### config.mk
export PLATFORM = sky130hd
export DESIGN_NAME = seq_shifter_flat
export DESIGN_NICKNAME = d
export VERILOG_FILES = /design/src/rtl/shift_pkg.sv /design/src/rtl/seq_shifter_if.sv /design/src/rtl/shift_step.sv /design/src/rtl/seq_shifter.sv /design/src/flat_wrapper.sv
export SDC_FILE = /design/constraint.sdc
export NUM_CORES = 1
export LEC_CHECK = 0
export CORE_UTILIZATION = 55
export DETAILED_ROUTE_END_ITERATION = 16
export DONT_BUFFER_PORTS = 1
export GPL_TIMING_DRIVEN = 0
export PLACE_DENSITY = 0.67
export SYNTH_ARGS = -nofsm -noshare
export SYNTH_HDL_FRONTEND = slang
export SYNTH_SLANG_ARGS = --single-unit
### constraint.sdc
create_clock -name clk -period 1.76 [get_ports clk]
set_input_delay 0.176 -clock clk [delete_from_list [all_inputs] [get_ports clk]]
set_output_delay 0.176 -clock clk [all_outputs]
set_load 0.02 [all_outputs]
### src/rtl/shift_pkg.sv
// Shared types for the multi-cycle shift unit: operation modes and FSM states.
// Optional carry output is controlled by SHIFT_CARRY_EN in the files that use this package.
package shift_pkg;

  typedef enum logic [1:0] {
    SLL = 2'b00,
    SRL = 2'b01,
    SRA = 2'b10,
    ROL = 2'b11
  } shift_mode_t;

  typedef enum logic [1:0] {
    IDLE = 2'b00,
    RUN  = 2'b01,
    DONE = 2'b10
  } shift_state_t;

  // Modes that move bits toward the MSB lose bit WIDTH-1 on each step.
  function automatic logic is_left(input shift_mode_t mode);
    return (mode == SLL) || (mode == ROL);
  endfunction

endpackage

### src/rtl/seq_shifter_if.sv
// Start/Busy/Done handshake and operand bus between the controller and seq_shifter.
// carry_out is present only when SHIFT_CARRY_EN is defined.
interface seq_shifter_if
  import shift_pkg::*;
#(
  parameter int WIDTH = 8
);

  localparam int SHW = $clog2(WIDTH);

  logic             start;
  logic [WIDTH-1:0] source;
  shift_mode_t      mode;
  logic [SHW-1:0]   shamt;
  logic [WIDTH-1:0] result;
  logic             done;
  logic             busy;
`ifdef SHIFT_CARRY_EN
  logic             carry_out;
`endif

`ifdef SHIFT_CARRY_EN
  modport master (output start, source, mode, shamt,
                  input  result, done, busy, carry_out);
  modport slave  (input  start, source, mode, shamt,
                  output result, done, busy, carry_out);
`else
  modport master (output start, source, mode, shamt,
                  input  result, done, busy);
  modport slave  (input  start, source, mode, shamt,
                  output result, done, busy);
`endif

endinterface

### src/rtl/shift_step.sv
// Combinational single-position shift of a WIDTH-bit word in one of four modes.
// The outgoing-bit output exists only when SHIFT_CARRY_EN is defined.
module shift_step
  import shift_pkg::*;
#(
  parameter int WIDTH = 8
) (
  input  logic [WIDTH-1:0] word,
  input  shift_mode_t      mode,
  output logic [WIDTH-1:0] next_word
`ifdef SHIFT_CARRY_EN
  ,
  output logic             out_bit
`endif
);

  always_comb begin
    // NOTE: assigning a default before the case keeps every path driven, so no latch is inferred.
    next_word = word;
    case (mode)
      SLL:     next_word = {word[WIDTH-2:0], 1'b0};
      SRL:     next_word = {1'b0, word[WIDTH-1:1]};
      SRA:     next_word = {word[WIDTH-1], word[WIDTH-1:1]};
      ROL:     next_word = {word[WIDTH-2:0], word[WIDTH-1]};
      default: next_word = word;
    endcase
  end

`ifdef SHIFT_CARRY_EN
  assign out_bit = is_left(mode) ? word[WIDTH-1] : word[0];
`endif

endmodule

### src/rtl/seq_shifter.sv
// Multi-cycle shifter: one bit position per clock, Start/Busy/Done handshake.
// Define SHIFT_CARRY_EN to add the registered carry_out (last bit shifted out).
module seq_shifter
  import shift_pkg::*;
#(
  parameter int WIDTH = 8
) (
  input  logic          clk,
  input  logic          reset,
  seq_shifter_if.slave  bus
);

  localparam int SHW = $clog2(WIDTH);

  shift_state_t     state, state_nxt;
  logic [SHW-1:0]   count;
  logic [WIDTH-1:0] work;
  logic [WIDTH-1:0] result_q;
  shift_mode_t      mode_q;
  logic [WIDTH-1:0] step_word;
  logic             accept;
  logic             last_step;

  // A new request is taken from IDLE or straight out of DONE for back-to-back work.
  assign accept    = bus.start && (state == IDLE || state == DONE);
  assign last_step = (state == RUN) && (count == SHW'(1));

`ifdef SHIFT_CARRY_EN
  logic carry_q;
  logic step_bit;

  shift_step #(.WIDTH(WIDTH)) u_step (
    .word      (work),
    .mode      (mode_q),
    .next_word (step_word),
    .out_bit   (step_bit)
  );
`else
  shift_step #(.WIDTH(WIDTH)) u_step (
    .word      (work),
    .mode      (mode_q),
    .next_word (step_word)
  );
`endif

  always_ff @(posedge clk) begin
    if (reset) state <= IDLE;
    else       state <= state_nxt;
  end

  always_comb begin
    state_nxt = state;
    case (state)
      IDLE, DONE: begin
        if (bus.start) state_nxt = (bus.shamt == '0) ? DONE : RUN;
        else           state_nxt = IDLE;
      end
      RUN:     if (count == SHW'(1)) state_nxt = DONE;
      default: state_nxt = IDLE;
    endcase
  end

  always_ff @(posedge clk) begin
    // NOTE: non-blocking assignments make every flop sample pre-edge values regardless of statement order.
    if (reset) begin
      work     <= '0;
      count    <= '0;
      result_q <= '0;
      mode_q   <= SLL;
    end else if (accept) begin
      work   <= bus.source;
      count  <= bus.shamt;
      mode_q <= bus.mode;
      if (bus.shamt == '0) result_q <= bus.source;
    end else if (state == RUN) begin
      work  <= step_word;
      count <= count - SHW'(1);
      if (last_step) result_q <= step_word;
    end
  end

`ifdef SHIFT_CARRY_EN
  // Cleared on accept so a zero-length shift reports no carry.
  always_ff @(posedge clk) begin
    if (reset)              carry_q <= 1'b0;
    else if (accept)        carry_q <= 1'b0;
    else if (state == RUN)  carry_q <= step_bit;
  end

  assign bus.carry_out = carry_q;
`endif

  // Busy/Done decode the state register only, so nothing reaches them from the inputs combinationally.
  assign bus.result = result_q;
  assign bus.busy   = (state == RUN);
  assign bus.done   = (state == DONE);

endmodule

### src/flat_wrapper.sv
// flat-port wrapper written by rule: the top's interface ports become plain ports
module seq_shifter_flat import shift_pkg::*;
#(
  parameter int WIDTH = 8
)
  (clk, reset, bus_start, bus_source, bus_mode, bus_shamt, bus_result, bus_done, bus_busy);
  seq_shifter_if #(.WIDTH(WIDTH)) bus_i ();
  input  logic clk;
  input  logic reset;
  input wire logic [$bits(bus_i.start)-1:0] bus_start;
  input wire logic [$bits(bus_i.source)-1:0] bus_source;
  input wire logic [$bits(bus_i.mode)-1:0] bus_mode;
  input wire logic [$bits(bus_i.shamt)-1:0] bus_shamt;
  output wire logic [$bits(bus_i.result)-1:0] bus_result;
  output wire logic [$bits(bus_i.done)-1:0] bus_done;
  output wire logic [$bits(bus_i.busy)-1:0] bus_busy;
  assign bus_i.start = bus_start;
  assign bus_i.source = bus_source;
  assign bus_i.mode = bus_mode;
  assign bus_i.shamt = bus_shamt;
  assign bus_result = bus_i.result;
  assign bus_done = bus_i.done;
  assign bus_busy = bus_i.busy;
  seq_shifter #(.WIDTH(WIDTH)) u_core (.clk(clk), .reset(reset), .bus(bus_i));
endmodule
Word-level counts from Yosys, hierarchy flattened
Index checks and enable logic that the tools add are counted.
{"block": "totals", "output_inout_bits": 10, "ff_bits": 23, "input_bits": 16, "word_cells": 37}
{"block": "op_classes", "n_reduce_logical": 10, "n_eq_ne": 8, "n_addsub": 1, "muxes": 13}
{"op": "$mux 8", "count": 6}
{"op": "$pmux 8 s4", "count": 1}
{"op": "$eq 2x2->1 const B", "count": 3}
{"op": "$mux 2", "count": 3}
{"op": "$mux 3", "count": 2}
{"op": "$eq 2x1->1 const B", "count": 2}
{"op": "$logic_not 2->1", "count": 2}
{"op": "$pmux 2 s2", "count": 1}
{"op": "$reduce_bool 2->1", "count": 2}
{"op": "$eq 3x1->1 const B", "count": 1}
{"op": "$logic_not 3->1", "count": 1}
{"op": "$reduce_and 3->1", "count": 1}
{"op": "$sub 3x1->3 const B", "count": 1}
{"op": "$logic_and 1x1->1", "count": 2}
{"op": "$ne 2x1->1 const B", "count": 1}
{"op": "$ne 2x2->1 const B", "count": 1}
{"op": "$reduce_or 2->1", "count": 1}
{"op": "$logic_or 1x1->1", "count": 1}

Logic depth before layout (Yosys ltp)
{"block": "depth", "word_depth": 5, "depth_mapped": 8, "mapped_depth_nobuf": 6}

Cells and area by module
Synthesis repeated with hierarchy kept, for this count alone.
{"block": "hier_totals", "cells_unflattened": 120, "area_unflattened_um2": 1203.7}
{"mod": "seq_shifter", "instances": 1, "cells_per_inst": 105, "area_each_um2": 1069.8, "seq_area_each_um2": 460.4}
{"mod": "shift_step", "instances": 1, "cells_per_inst": 15, "area_each_um2": 133.9, "seq_area_each_um2": 0.0}

Worst setup path after synthesis
No wires, ideal clock.
{"block": "synth_path", "kind": "register -> register", "startpoint": "register u_core.mode_q[1]", "endpoint": "register u_core.work[0]", "t_arrival_ns": 1.317, "setup_ns": 0.128, "required_time_ns": 1.632, "synth_period_minus_slack_ns": 1.444, "path_buffers": 1, "path_stages_with_launch": 6, "path_slack_ns": 0.316, "path_cell_list": "dfxtp_1 buf_4 mux2_2 a221o_2 a22oi_1 nor2_1"}
{"block": "synth_via", "elab_chain_len": 4, "word_cells_on_any_way": 7, "classes_between": "eq/ne: 3; mux: 3; reduce/logical: 1"}
{"item": "from (decl)", "line": "seq_shifter.sv:19", "source": "shift_mode_t mode_q;"}
{"item": "from (signal assigned)", "line": "seq_shifter.sv:73", "source": "mode_q <= bus.mode;"}
{"item": "$eq 2x2->1, or another cell as far along", "line": "shift_step.sv:20", "source": "case (mode)"}
{"item": "$pmux 8 s4 (*)", "line": "shift_step.sv:20"}
{"item": "$mux 8 (*)", "line": "seq_shifter.sv:75", "source": "end else if (state == RUN) begin"}
{"item": "$mux 8 (*)", "line": "seq_shifter.sv:70", "source": "end else if (accept) begin"}
{"item": "to (signal assigned)", "line": "seq_shifter.sv:71", "source": "work <= bus.source;"}
{"item": "to (signal assigned)", "line": "seq_shifter.sv:76", "source": "work <= step_word;"}
{"item": "to (decl)", "line": "seq_shifter.sv:17", "source": "logic [WIDTH-1:0] work;"}
Every way passes the cells marked *; elsewhere a longest branch is shown, timed or not. The select of a mux whose other input is x is not followed.
A chain may end at the register's enable or synchronous reset.

Final worst setup path
{"block": "layout_path", "startpoint": "register u_core.mode_q[0]", "endpoint": "register u_core.result_q[5] (netlist: u_core.bus.result[5])"}
{"block": "layout_via", "elab_chain_len": 5, "word_cells_on_any_way": 8, "classes_between": "eq/ne: 3; mux: 4; reduce/logical: 1"}
{"item": "$eq 2x2->1, or another cell as far along", "line": "shift_step.sv:20"}
{"item": "$pmux 8 s4 (*)", "line": "shift_step.sv:20"}
{"item": "$mux 8 (*)", "line": "seq_shifter.sv:78", "source": "if (last_step) result_q <= step_word;"}
{"item": "$mux 8 (*)", "line": "seq_shifter.sv:75"}
{"item": "$mux 8 (*)", "line": "seq_shifter.sv:70"}
{"item": "to (signal assigned)", "line": "seq_shifter.sv:74", "source": "if (bus.shamt == '0) result_q <= bus.source;"}
{"item": "to (signal assigned)", "line": "seq_shifter.sv:78"}
{"item": "to (decl)", "line": "seq_shifter.sv:18", "source": "logic [WIDTH-1:0] result_q;"}
Marks and branches as above.

==> results.md <==
- Number of distinct library cell variants in the gate-level netlist after synthesis: 34
- Net switching share of the total power: 31.4%
- Global route total overflow: 0
- Cell with the most instances after synthesis: nor2_1
- Clock-pin slew on the worst setup and hold paths: 0.13 ns
- Total of endpoints with negative setup slack in the final report: 0
- Floorplan row count: 17
- Max Slew Vio Count: 0
- Final non-filler cell area: between 1000 and 1500 µm²
- Gr usage total: between 20% and 30%
- Design internal power: 780 µW
- Cts bufs inserted: 3
- Leading cell types by count after synthesis: nor2_1, dfxtp_1, nand2_1
- Min Tclk post-route: about 1.6 ns
- # port buffers: 0
- Pin count of the biggest net entering global routing: 13
- Post-synthesis register bit count: 23
- Clk sink count: 23
- Max Buffers Root-to-Sink: 2
- Core region area: ~2200 µm²
- Post-synthesis cell area: around 1300 µm²
- Post-detailed-routing wire length: about 2.8 mm
- Endpoint of the worst hold-timing path: u_core.work[1]$_SDFFE_PP0P_
- Seq/Total Area, Yosys: between 30% and 40%
- Static leakage: about 0.00056 µW
- Final hold vios: 0
- Starting utilization of the core area: approximately 58%
- Worst clock skew on the final layout: around 0.0077 ns
- Start point of the worst min-delay path: bus_source[1]
- Startpoint of the worst register-to-register path: u_core.mode_q[0]$_SDFFE_PP0P_
- Required time worst endpoint: just under 2 ns
- Reg2reg path depth: 4
- Worst-path cell with the longest stage delay: dfxtp_1
- End of the worst register-to-register path: u_core.bus.result[5]$_SDFFE_PP0P_
- Mean instance size in the synthesized netlist: about 9.1 µm²
- Detailed-router iteration count before antenna repair: 4
- Transition time of the tightest slew-check pin: between 0.4 and 0.5 ns
- Post-Syn Instances: 140
- Detail-routed via count per cell: a little under 6
- Total via count in the routed design: 1033
- Peak supply drop: approximately 0.53 mV
- Crit Path Class: reg2reg
- Diode insertion count for antenna repair: 0
- Area of the die: 2520 µm²
- Fraction of the cycle the final worst path needs: around nine tenths
- Share of layout cells above drive strength 1: just over 20%
- Part of the total power dissipated in the clock network: a little over a fifth
- Max Cap Violations: 0
- DRC violation count after routing: 0
- Path type of the worst min-delay path: in2reg
- Number of nets with antenna violations after routing: 0
- Setup repair after global routing missed its margin: no
- HPWL after detailed placement: ~2.1 mm
- Number of synthesized flops with an enable pin: 0
- CTS tree: done
- Switching pwr: between 300 and 400 µW
- Count of synthesis-stage warnings from yosys: 0
- Maximum cell stage delay along the critical path: 0.47 ns
- Worst hold margin: between 0.002 and 0.003 ns
- Layout-stage area growth over the synthesis result: 8.91%
- H-tree level count: 1
- Most used DFF post-synth: dfxtp_1
- Worst-path cell chain: xor2_2 -> mux2_2 -> nor2_1 -> o41ai_2
- Net total in the final layout: roughly 170
- Antenna violations before repair: 0
- Combinational group share of total power: 25.1%
- Critical Path Start Type: flop
- Overall die height: about 50 µm
- Most area-consuming cells after synthesis: dfxtp_1, nor2_1, o41ai_2
- First-pass GRT wire length: 4.77 mm
- Critical Path End Type: flop
- Data arrival time of the critical path: 1.77 ns
- DP Area: roughly 1300 µm²
- DIE WIDTH: ~50 µm
- Ratio of total power to cell area: between 800 and 900 nW/µm²
- Number of primary I/O pins: 26
- Outcome: completed
- Placer congestion estimate: roughly 0.83
- Relative max-transition margin: between 60 and 70%
- F_max: 0.641 GHz
- Skew-Pair Late Insertion Delay: just over 0.3 ns
- Net Count, Synth: 158
- Buffer type at the clock tree root: clkbuf_4
- Sum of negative setup slack: 0 ns
- Worst hold path depth: 2
- Wire length per cell after detailed routing: roughly 16 µm
- Setup slack of the worst register-to-register path: between 0.2 and 0.25 ns
- Worst-path maximum fanout: 6
- Part of the power in registers: between 50% and 60%
- Yosys top cell area share: between 30% and 40%
- Ys async rst share: 0%
- Cell type contributing the most total cell area after synthesis: dfxtp_1
- Number of global-route vias before repair: 1007
- Number of DRC markers in iteration 0: 28
[state kept, by name, indices dropped and copies added, names as in the netlist]
| signal | flops |
|---|---|
| u_core.bus.result | 8 |
| u_core.work | 8 |
| u_core.count | 3 |
| u_core.mode_q | 2 |
| u_core.state | 2 |
[cells in the final DEF (no fill, tap or decap), types with 2 or more instances in the layout]
master         Yosys  layout
a21o_1             2       2
a21oi_1            2       2
a221oi_1           2       2
a22oi_1            3       3
a311oi_1           6       6
and2b_2            2       2
clkbuf_1           4       5
clkbuf_4           0       3
clkbuf_8           4       4
dfxtp_1           23      23
dlygate4sd3_1      0       5
ha_1               2       2
inv_1              3       3
mux2_2             7       7
nand2_1           17      17
nand2b_1           3       3
nand3b_1           8       8
nor2_1            28      27
o21ai_0            2       2
o41ai_2            6       6
[area by class of cell]
cell class	instances	area, µm²
Buffer	12	103
Fill cell	185	800
Sequential cell	23	460
Tap cell	28	35.0
Clock buffer	4	26.3
Timing Repair Buffer	5	50.0
Multi-Input combinational cell	102	706
Inverter	3	11.3
[repair_timing]
| item | 4_1_cts | 5_1_grt |
|---|---|---|
| hold endpoints to repair | 4 | 1 |
| setup endpoints to repair | 0 | 1 |
| hold buffers | 4 | 1 |
| setup buffers | 0 | 0 |
| gates resized for setup | 0 | 1 |
[critical path: cells and delay by family, from the launching register on]
family | cells | cell delay, ns
AOI/OAI and AO/OA | 1 | 0.09
xor gates and xnor gates | 1 | 0.34
DFF | 1 | 0.47
muxes | 1 | 0.40
and+or+nand+nor | 1 | 0.16
[power groups by stage]
stage          logic (µW)  registers (µW)  clock network [µW]
5_1_grt               319             611                 272
6_report              285             605                 247
4_1_cts               283             604                 254
2_1_floorplan         227             605                   0
3_3_place_gp          267             614                   0
3_5_place_dp          274             616                   0
[per-stage QoR]
step	util [%]	worst slack, ns	cells	total power (µW)
5_1_grt	63.5	0.0507	177	1200
2_1_floorplan	-	0.316	140	832
3_5_place_dp	59.9	0.190	168	890
4_1_cts	62.9	0.181	176	1140
3_3_place_gp	59.9	0.214	168	881
6_report	63.5	0.201	177	1140
[per-layer routing]
layer  vias up  routed length (µm)  share of wire [%]  track usage (%)
li1        516                   -                  -                -
met1       480                1290                 46             35.3
met2        32                1290                 46             37.6
met3         5                 178                6.4             5.45
met4         0                  42                1.5             9.05
met5         -                   0                  0                0
[kinds of logic after synthesis]
family | Yosys count | synth area share, %
DFF | 23 | 36.0
AOI/OAI and AO/OA | 29 | 22.0
xor gates and xnor gates | 2 | 1.96
and+or+nand+nor | 61 | 22.1
buffers and inverters | 15 | 8.91
adders and majority gates | 2 | 1.96
muxes | 8 | 6.95
[worst max path at each step]
stage                                        startpoint                           endpoint  slack [ns]  depth (start not counted)
after global routing       u_core.state[0]$_SDFFE_PP0P_       u_core.count[1]$_SDFFE_PP0P_        0.05                          6
after global placement    u_core.mode_q[0]$_SDFFE_PP0P_  u_core.bus.result[5]$_SDFFE_PP0P_        0.21                          4
after detailed placement  u_core.mode_q[0]$_SDFFE_PP0P_  u_core.bus.result[5]$_SDFFE_PP0P_        0.19                          4
after floorplan           u_core.mode_q[1]$_SDFFE_PP0P_        u_core.work[0]$_SDFFE_PP0P_        0.32                          5
after CTS                 u_core.mode_q[0]$_SDFFE_PP0P_  u_core.bus.result[5]$_SDFFE_PP0P_        0.18                          4
final                     u_core.mode_q[0]$_SDFFE_PP0P_  u_core.bus.result[5]$_SDFFE_PP0P_        0.20                          4
(Power assumes the default switching activity.)
